===== config.mk =====
export PLATFORM = sky130hd
export DESIGN_NAME = num_renderer
export DESIGN_NICKNAME = d
export VERILOG_FILES = /design/src/rtl/num_renderer.sv
export SDC_FILE = /design/constraint.sdc
export NUM_CORES = 1
export LEC_CHECK = 0
export CAP_MARGIN = 40
export CORE_MARGIN = 2
export CORE_UTILIZATION = 30
export CTS_BUF_LIST = sky130_fd_sc_hd__clkbuf_16
export CTS_CLUSTER_DIAMETER = 100
export DETAILED_ROUTE_END_ITERATION = 12
export MAX_ROUTING_LAYER = met4
export PLACE_DENSITY = 0.45
export SETUP_SLACK_MARGIN = 0.1
export SYNTH_ARGS = -nofsm -noshare
export SYNTH_HDL_FRONTEND = slang
export SYNTH_SLANG_ARGS = --single-unit

===== constraint.sdc =====
create_clock -name clk -period 4.4 [get_ports clk]
set_clock_uncertainty 0.1 [all_clocks]
set_input_delay 0.88 -clock clk [delete_from_list [all_inputs] [get_ports clk]]
set_output_delay 0.88 -clock clk [all_outputs]
set_load 0.005 [all_outputs]

===== src/rtl/num_renderer.sv =====
// Binary-to-decimal number renderer: double-dabble conversion followed by a
// valid/ready stream of 8x8 glyph pixels, most-significant digit first.
module num_renderer #(
  parameter int DIGITS        = 3,
  parameter int VALUE_W       = 10,
  parameter bit LEADING_ZEROS = 1'b0
) (
  input  logic               clk,
  input  logic               reset,
  input  logic               start,
  input  logic [VALUE_W-1:0] value,
  output logic               busy,
  output logic               done,
  output logic               ovf,
  output logic [2:0]         num_digits,
  output logic               pix_valid,
  input  logic               pix_ready,
  output logic               pix,
  output logic [5:0]         pix_offset,
  output logic [2:0]         digit_idx,
  output logic [1:0]         dbg_state
);

  localparam int BCD_W = 4 * DIGITS;
  localparam int CNT_W = $clog2(VALUE_W + 1);
  localparam longint unsigned MAX_VAL = 64'(10 ** DIGITS) - 64'd1;
  localparam logic [VALUE_W-1:0] SAT_VAL = VALUE_W'(MAX_VAL);

  typedef enum logic [1:0] {
    IDLE = 2'd0,
    CONV = 2'd1,
    EMIT = 2'd2,
    DONE = 2'd3
  } state_t;

  state_t             r_state, w_state_next;
  logic [VALUE_W-1:0] r_val;
  logic [BCD_W-1:0]   r_bcd;
  logic [CNT_W-1:0]   r_cnt;
  logic               r_ovf;
  logic [2:0]         r_num_digits;
  logic [5:0]         r_pix_offset;
  logic [2:0]         r_digit_idx;

  logic               w_sat;
  logic               w_conv_last;
  logic               w_xfer;
  logic               w_last_pix;
  logic [BCD_W-1:0]   w_bcd_adj;
  logic [BCD_W-1:0]   w_bcd_next;
  logic [2:0]         w_nd_next;
  logic [2:0]         w_sel;
  logic [3:0]         w_nib;
  logic [63:0]        w_glyph;

  // Row r of a glyph occupies bits [8r+7:8r]; the column is the bit within the byte.
  function automatic logic [63:0] glyph_rom(input logic [3:0] n);
    case (n)
      4'd1:    glyph_rom = 64'h007E181818183818;
      4'd2:    glyph_rom = 64'h007E60300C06663C;
      4'd3:    glyph_rom = 64'h003C66061C06663C;
      4'd4:    glyph_rom = 64'h000C0C7E6C3C1C0C;
      4'd5:    glyph_rom = 64'h003C6606067C607E;
      4'd6:    glyph_rom = 64'h003C66667C60663C;
      4'd7:    glyph_rom = 64'h00181818180C067E;
      4'd8:    glyph_rom = 64'h003C66663C66663C;
      4'd9:    glyph_rom = 64'h003C66063E66663C;
      default: glyph_rom = 64'h003C6666766E663C;
    endcase
  endfunction

  assign w_sat       = (64'(value) > MAX_VAL);
  assign w_conv_last = (r_cnt == CNT_W'(VALUE_W - 1));
  assign w_xfer      = (r_state == EMIT) && pix_ready;
  assign w_last_pix  = (r_pix_offset == 6'd63) && (r_digit_idx == r_num_digits - 3'd1);

  // One double-dabble step: correct nibbles >= 5, then shift in the next value bit.
  always_comb begin
    w_bcd_adj = r_bcd;
    for (int i = 0; i < DIGITS; i++) begin
      if (r_bcd[4*i +: 4] >= 4'd5) w_bcd_adj[4*i +: 4] = r_bcd[4*i +: 4] + 4'd3;
    end
    w_bcd_next = {w_bcd_adj[BCD_W-2:0], r_val[VALUE_W-1]};
  end

  always_comb begin
    w_nd_next = 3'd1;
    if (LEADING_ZEROS) begin
      w_nd_next = 3'(DIGITS);
    end else begin
      for (int i = 1; i < DIGITS; i++) begin
        if (w_bcd_next[4*i +: 4] != 4'd0) w_nd_next = 3'(i + 1);
      end
    end
  end

  // Leftmost rendered digit is the most significant rendered nibble.
  assign w_sel = r_num_digits - 3'd1 - r_digit_idx;

  always_comb begin
    w_nib = 4'd0;
    for (int i = 0; i < DIGITS; i++) begin
      if (w_sel == 3'(i)) w_nib = r_bcd[4*i +: 4];
    end
  end

  assign w_glyph = glyph_rom(w_nib);

  always_ff @(posedge clk) begin
    if (reset) r_state <= IDLE;
    else       r_state <= w_state_next;
  end

  always_comb begin
    w_state_next = r_state;
    busy         = 1'b0;
    done         = 1'b0;
    pix_valid    = 1'b0;
    case (r_state)
      IDLE: if (start) w_state_next = CONV;
      CONV: begin
        busy = 1'b1;
        if (w_conv_last) w_state_next = EMIT;
      end
      EMIT: begin
        busy      = 1'b1;
        pix_valid = 1'b1;
        if (w_xfer && w_last_pix) w_state_next = DONE;
      end
      DONE: begin
        done         = 1'b1;
        w_state_next = IDLE;
      end
      default: w_state_next = IDLE;
    endcase
  end

  always_ff @(posedge clk) begin
    if (reset) begin
      r_val        <= '0;
      r_bcd        <= '0;
      r_cnt        <= '0;
      r_ovf        <= 1'b0;
      r_num_digits <= 3'd1;
      r_pix_offset <= 6'd0;
      r_digit_idx  <= 3'd0;
    end else begin
      case (r_state)
        IDLE: if (start) begin
          r_val <= w_sat ? SAT_VAL : value;
          r_ovf <= w_sat;
          r_bcd <= '0;
          r_cnt <= '0;
        end
        CONV: begin
          r_bcd <= w_bcd_next;
          r_val <= r_val << 1;
          r_cnt <= r_cnt + CNT_W'(1);
          if (w_conv_last) begin
            r_num_digits <= w_nd_next;
            r_pix_offset <= 6'd0;
            r_digit_idx  <= 3'd0;
          end
        end
        EMIT: if (w_xfer) begin
          if (r_pix_offset == 6'd63) begin
            r_pix_offset <= 6'd0;
            r_digit_idx  <= w_last_pix ? 3'd0 : r_digit_idx + 3'd1;
          end else begin
            r_pix_offset <= r_pix_offset + 6'd1;
          end
        end
        default: ;
      endcase
    end
  end

  assign ovf        = r_ovf;
  assign num_digits = r_num_digits;
  assign pix_offset = r_pix_offset;
  assign digit_idx  = r_digit_idx;
  assign pix        = (r_state == EMIT) && w_glyph[r_pix_offset];
  assign dbg_state  = r_state;

endmodule


==> metrics.md, run 1 <==
| Metric | Value |
|---|---|
| Critical path data arrival time | 3810 ps |
| Worst slack, placed | -511 ps |
| Reported leakage power | roughly 1.6 nW |
| Nets | 518 |
| Sequential cell area fraction in the yosys report | 25.5% |
| CP max FO | 7 |
| Reg clk slew, reported paths | 60 ps |
| Yosys top cell area share | 25.5% |
| Hold crit path type | reg -> reg |
| Total CTS buffers | 5 |
| Unique cell type count in the Yosys netlist | 66 |
| P&R area growth vs syn | 35.8% |
| Crit path required time | 3420 ps |
| Final Hold Fails | 0 |
| Die Ht | 106 um |
| MaxCap Viol Count | 0 |
| DRT Wirelength | 9430 um |
| Crit Path Class | reg -> out |
| Critical path origin | num_digits[1] |
| Min-delay src | r_val[0] |
| Number of flops mapped to enable cells by yosys | 0 |
| Hpwl dp | 7010 um |
| Pwr/cell area | 330 nW/um^2 |
| Starting Density | 30.6% |
| Layout Utilization | 41.6% |
| Final Max Tran Viols | 0 |
| N_diodes | 0 |
| Critical path endpoint category | primary output |
| Ys Warns | 0 |
| PortBufs | 31 |
| Syn_area_per_cell | 7.72 um^2 |
| Vias | 3296 |
| Post-Synthesis Cell Area | 3140 um^2 |
| Synth Flop Type | dfxtp_1 |
| Cell count after synthesis | about 410 |
| Worst-Skew Late Latency | 290 ps |
| Largest net degree at the start of global routing | 32 |
| Failing checks | setup timing |
| Row count | 37 |
| Core footprint | approximately 10000 um^2 |
| H-tree levels | 2 |
| Reg-to-reg startpoint | dbg_state[0] |
| Routability cong. | 0.927 |
| Async set-reset flop share out of synthesis | 0% |
| Setup ws final | -390 ps |
| Vias in the first global route | 3106 |
| Die Width | approximately 110 um |
| Fmax | 209 MHz |
| Synth area leader | dfxtp_1 |
| First-pass GRT wire length | roughly 15000 um |
| Fillers | about 1000 |
| Commonest non-fill, non-tap cells in the layout | buf_4 (55), nor2_1 (54), dfxtp_1 (38) |
| Clock Sinks | 40 |
| Dominant cells by area after synthesis | dfxtp_1 (26%), ha_1 (9.6%), nor2_1 (6.6%) |
| Vias per cell | about 5.4 |
| Share of cells above drive strength 1 | 22.7% |
| Max clock buf depth | 2 |
| # IOs | 33 |
| CTS tree | done |
| DRT Pass-1 Iters | 4 |
| Period utilization | 109% |
| GRT Overall Usage | 17.5% |
| Worst-Margin Slew | between 700 and 800 ps |
| Slew margin rel. | 52.5% |
| # setup viols final | 1 |
| Final worst path period need | 4790 ps |
| Run status | finished, violations left |
| Clk root buf | clkbuf_16 |
| Total grt overflow | 0 |
| DRC viols | 0 |
| Die area | between 10000 and 15000 um^2 |
| 1st-iter DRT viols | about 220 |
| Synthesis-stage register bit count | 40 |
| Mean routed wirelength per cell | roughly 15 um |
| Synth Net Count | 445 |
| Commonest non-fill, non-tap cell in the layout | buf_4 |
| Peak VDD IR | 0.000450 V |
| RSZ-0062 raised after global routing | true |
| Startpoint Class | flip-flop |
| Initial antenna violation count | 0 |
| ANT nets after route | 0 |
[per-layer routing]
layer | GRT usage [%] | up-vias | part of all wire [%]
li1 | - | 1631 | -
met1 | 22.6 | 1547 | 47
met2 | 27.2 | 96 | 46
met3 | 3.07 | 22 | 4.5
met4 | 6.77 | 0 | 2.6
met5 | - | - | 0
[Yosys cell counts (4+ instances only)]
library cell	n
nand3_1	13
a22oi_1	15
a31oi_1	6
mux2_2	4
clkbuf_1	19
nor3b_1	4
a221oi_1	5
xnor2_1	4
a211oi_1	9
o221ai_1	5
nand2_1	30
o21ai_0	28
ha_1	24
a21oi_1	31
nand4_1	4
nor3_1	10
nor2_1	55
inv_1	21
nand2b_1	8
dfxtp_1	40
mux2i_1	10
[critical path, stage by stage (launching register included)]
cell	delay, ps
dfxtp_2	330
inv_2	50
ha_4	250
inv_2	40
fa_2	630
mux2_4	320
a22oi_2	200
nor2_4	80
ha_4	320
mux2i_1	90
nor3_1	150
nor4b_1	70
or4b_1	550
o221ai_2	240
a41oi_2	50
buf_2	160
[kinds of logic after synthesis]
logic type | count (synthesis) | synth area share, %
AOI/OAI and AO/OA | 125 | 27.1
adders and majority gates | 25 | 10.2
muxes | 16 | 5.47
xor gates and xnor gates | 7 | 3.03
and+or+nand+nor | 148 | 22.9
DFF | 40 | 25.5
other | 1 | 0.120
buffers and inverters | 44 | 5.59
[sequential cells by signal, summed over array words and instances (netlist names)]
name and flops:
ovf 1, r_cnt 4, pix_offset 6, num_digits 2, r_val 10, dbg_state 2, r_bcd 12, digit_idx 3
[report_power, final]
group	total [mW]	internal, mW	switching (mW)
combinational	0.539	0.219	0.320
clock	0.424	0.267	0.157
sequential	0.442	0.410	0.0316
total	1.40	0.896	0.508
[timing repair]
item | in CTS | in global routing
gates resized for setup | 20 | 5
hold buffers | 0 | 0
setup endpoints to repair | 1 | 1
buffers inserted | 7 | 0
pin swaps | 14 | 9
[stage by stage]
step / power, mW / instance area (um^2) / setup TNS (ps) / cells / hold slack [ps]
after floorplan: 0.776 / 3180 / 0 / 406 / 332
after global placement: 0.957 / 3940 / -437 / 600 / 344
after detailed placement: 0.975 / 3950 / -511 / 601 / 350
after CTS: 1.42 / 4240 / -394 / 616 / 359
after global routing: 1.50 / 4260 / -535 / 616 / 385
final: 1.40 / 4260 / -390 / 616 / 356
[cell type report]
type	count	area [um^2]	share of cell area [%]
Inverter	21	78.8	1.85
Timing Repair Buffer	89	756	17.7
Sequential cell	40	803	18.9
Multi-Input combinational cell	322	2280	53.6
Clock inverter	3	42.5	0.999
Clock buffer	5	125	2.94
Tap cell	136	170	4.00
[final timing paths]
path	to	slack, ps	cells past startpoint
max	pix	-390	15
max reg2reg	pix_offset[3]	1600	8
min reg2reg	r_val[0]	360	2
min	r_val[0]	360	2
Power figures use the tool's default switching activity.
==> run 2, diff against run 1 <==
==> constraint.sdc (replaced) <==
create_clock -name clk -period 4.4 [get_ports clk]
set_clock_uncertainty 0.1 [all_clocks]
set_input_delay 0.66 -clock clk [delete_from_list [all_inputs] [get_ports clk]]
set_output_delay 0.66 -clock clk [all_outputs]
set_load 0.005 [all_outputs]
==> metrics.md, run 2 (synthesized netlist as in run 1, its figures left out) <==
| Metric | Value |
|---|---|
| P&R area growth vs syn | 37.3% (was 35.8%) |
| Final instance area | 4300 um^2 (was 4260 um^2) |
| Vias in the first global route | 3235 (was 3106) |
| H-tree levels | 2 (unchanged) |
| DRT Wirelength | 9420 um (was 9430 um) |
| Commonest non-fill, non-tap cells in the layout | buf_4 (58), nor2_1 (53), dfxtp_1 (38) (was buf_4 (55), nor2_1 (54), dfxtp_1 (38)) |
| DRT Pass-1 Iters | 4 (unchanged) |
| Slew margin rel. | 52.5% (about the same) |
| Setup ws final | -118 ps (was -390 ps) |
| Routability cong. | 0.908 (was 0.927) |
| Die Width | 106 um (unchanged) |
| 1st-iter DRT viols | 113 (was 219) |
| Reported leakage power | 1.59 nW (about the same) |
| First-pass GRT wire length | 15600 um (was 15500 um) |
| Final Max Tran Viols | 0 (unchanged) |
| Total grt overflow | 0 (unchanged) |
| CTS tree | done (unchanged) |
| WHS Endpoint | r_val[1] (was r_val[0]) |
| Hold Buf Count CTS | 0 (unchanged) |
| Die area | 11300 um^2 (unchanged) |
| DRC viols | 0 (unchanged) |
| Pwr/cell area | 330 nW/um^2 (about the same) |
| Most flops, register | r_bcd (unchanged) |
| Setup slack, reg-to-reg | 1650 ps (was 1600 ps) |
| Crit path cell chain | inv_2 > ha_4 > inv_2 > fa_2 > mux2_4 > a22oi_2 > nor2_4 > ha_4 > buf_6 > a22oi_2 > a211oi_2 > or4b_1 > o221ai_2 > a41oi_2 > buf_2 (was inv_2 > ha_4 > inv_2 > fa_2 > mux2_4 > a22oi_2 > nor2_4 > ha_4 > mux2i_1 > nor3_1 > nor4b_1 > or4b_1 > o221ai_2 > a41oi_2 > buf_2) |
| Clock Sinks | 40 (unchanged) |
| MaxCap Viol Count | 0 (unchanged) |
| Crit path required time | 3640 ps (was 3420 ps) |
| Hpwl dp | 6960 um (was 7010 um) |
| Share of cells above drive strength 1 | 24.1% (was 22.7%) |
| Total CTS buffers | 5 (unchanged) |
| Max clock buf depth | 2 (unchanged) |
| Worst-Margin Slew | 713 ps (about the same) |
| Clk root buf | clkbuf_16 (unchanged) |
| Critical Path Max Stage Delay | 570 ps (was 630 ps) |
| Worst-Skew Late Latency | 290 ps (about the same) |
| Commonest non-fill, non-tap cell in the layout | buf_4 (unchanged) |
| Worst reg2reg path depth | 8 (unchanged) |
| Fmax | 221 MHz (was 209 MHz) |
| Vias | 3259 (was 3296) |
| Area after DPL | 3940 um^2 (was 3950 um^2) |
| R2r endpoint | pix_offset[3] (unchanged) |
| Failing checks | setup timing (unchanged) |
| Critical path data arrival time | 3760 ps (was 3810 ps) |
| Final worst path period need | 4520 ps (was 4790 ps) |
| ANT nets after route | 0 (unchanged) |
| Period utilization | 103% (was 109%) |
| Initial antenna violation count | 0 (unchanged) |
| Reg-to-reg startpoint | dbg_state[0] (unchanged) |
| WP buf/inv | 4 (was 3) |
| RSZ-0062 raised after global routing | true (unchanged) |
| Worst Hold Depth | 2 (unchanged) |
| Largest net degree at the start of global routing | 41 (was 32) |
| Core footprint | 10200 um^2 (unchanged) |
| # IOs | 33 (unchanged) |
| Row count | 37 (unchanged) |
| Slowest cell on crit path | fa_2 (unchanged) |
| Crit Path Class | reg -> out (unchanged) |
| Die Ht | 106 um (unchanged) |
| Peak VDD IR | 0.000323 V (was 0.000450 V) |
| Final Hold Fails | 0 (unchanged) |
| Mean routed wirelength per cell | 15.2 um (was 15.3 um) |
| Largest register FFs | 12 (unchanged) |
| Run status | finished, violations left (unchanged) |
| Startpoint Class | flip-flop (unchanged) |
| Critical path endpoint category | primary output (unchanged) |
| N_diodes | 0 (unchanged) |
| Largest delay contributor family on the critical path | adder cells (unchanged) |
| Finished Layout Cells | 618 (was 616) |
| Min-delay src | r_val[1] (was r_val[0]) |
| Hold crit path type | reg -> reg (unchanged) |
| Starting Density | 30.6% (unchanged) |
| Nets | 520 (was 518) |
| Reg clk slew, reported paths | 70 ps (was 60 ps) |
| Vias per cell | 5.27 (was 5.35) |
| PortBufs | 31 (unchanged) |
| CP max FO | 6 (was 7) |
| Placed insts | 603 (was 601) |
| GRT Overall Usage | 17.7% (was 17.5%) |
| # setup viols final | 1 (unchanged) |
[run 2: cell type report]
class                      instances  area, um^2
clock buffer                       5         125
clock inverter                     3        46.3
fill                            1044        5930
inverter                          21        78.8
multi-input combinational        322        2310
sequential                        40         803
tap                              136         170
timing repair buffer              91         767
[run 2: worst reg2reg max path, cell delays in order (launching register included)]
cell and delay (ps):
dfxtp_1 400, inv_1 100, ha_1 350, nor2b_1 200
a21oi_1 320, o21ai_1 290, or2_2 380, or4_1 400
a21oi_1 150
[run 2: timing repair]
action,CTS,global route
gates resized for setup,29,9
setup endpoints to repair,1,1
pin swaps,11,14
endpoints found under the hold margin,0,0
buffers inserted,3,4
[run 2: per-stage QoR]
step	hold WS (ps)	util [%]	worst slack, ps	setup TNS (ps)	power, mW
after detailed placement	347	38.5	-395	-395	0.980
final	357	42.1	-118	-118	1.42
after global placement	344	38.4	-300	-300	0.959
after global routing	374	42.1	-253	-253	1.51
after CTS	356	41.3	-196	-196	1.43
after floorplan	332	-	132	0	0.773
[run 2: metal layers]
layer / share of wire, % / up-vias / global-route usage, %
li1: - / 1638 / -
met1: 48 / 1533 / 22.2
met2: 47 / 73 / 28.9
met4: 1.8 / 0 / 5.92
met3: 3.7 / 15 / 2.88
met5: 0 / - / -
[run 2: where the power goes]
| part | internal, mW | switching [mW] |
|---|---|---|
| registers | 0.410 | 0.0339 |
| clock network | 0.270 | 0.166 |
| logic | 0.224 | 0.314 |
| total | 0.904 | 0.514 |
[run 2: worst max-delay path by stage]
stage | startpoint | end | slack [ps] | cells after the start
floorplan | num_digits[0] | pix | 130 | 14
global placement | num_digits[1] | pix | -300 | 16
detailed placement | num_digits[1] | pix | -400 | 14
CTS | num_digits[1] | pix | -200 | 15
global route | num_digits[0] | pix | -250 | 15
finish | num_digits[1] | pix | -120 | 15
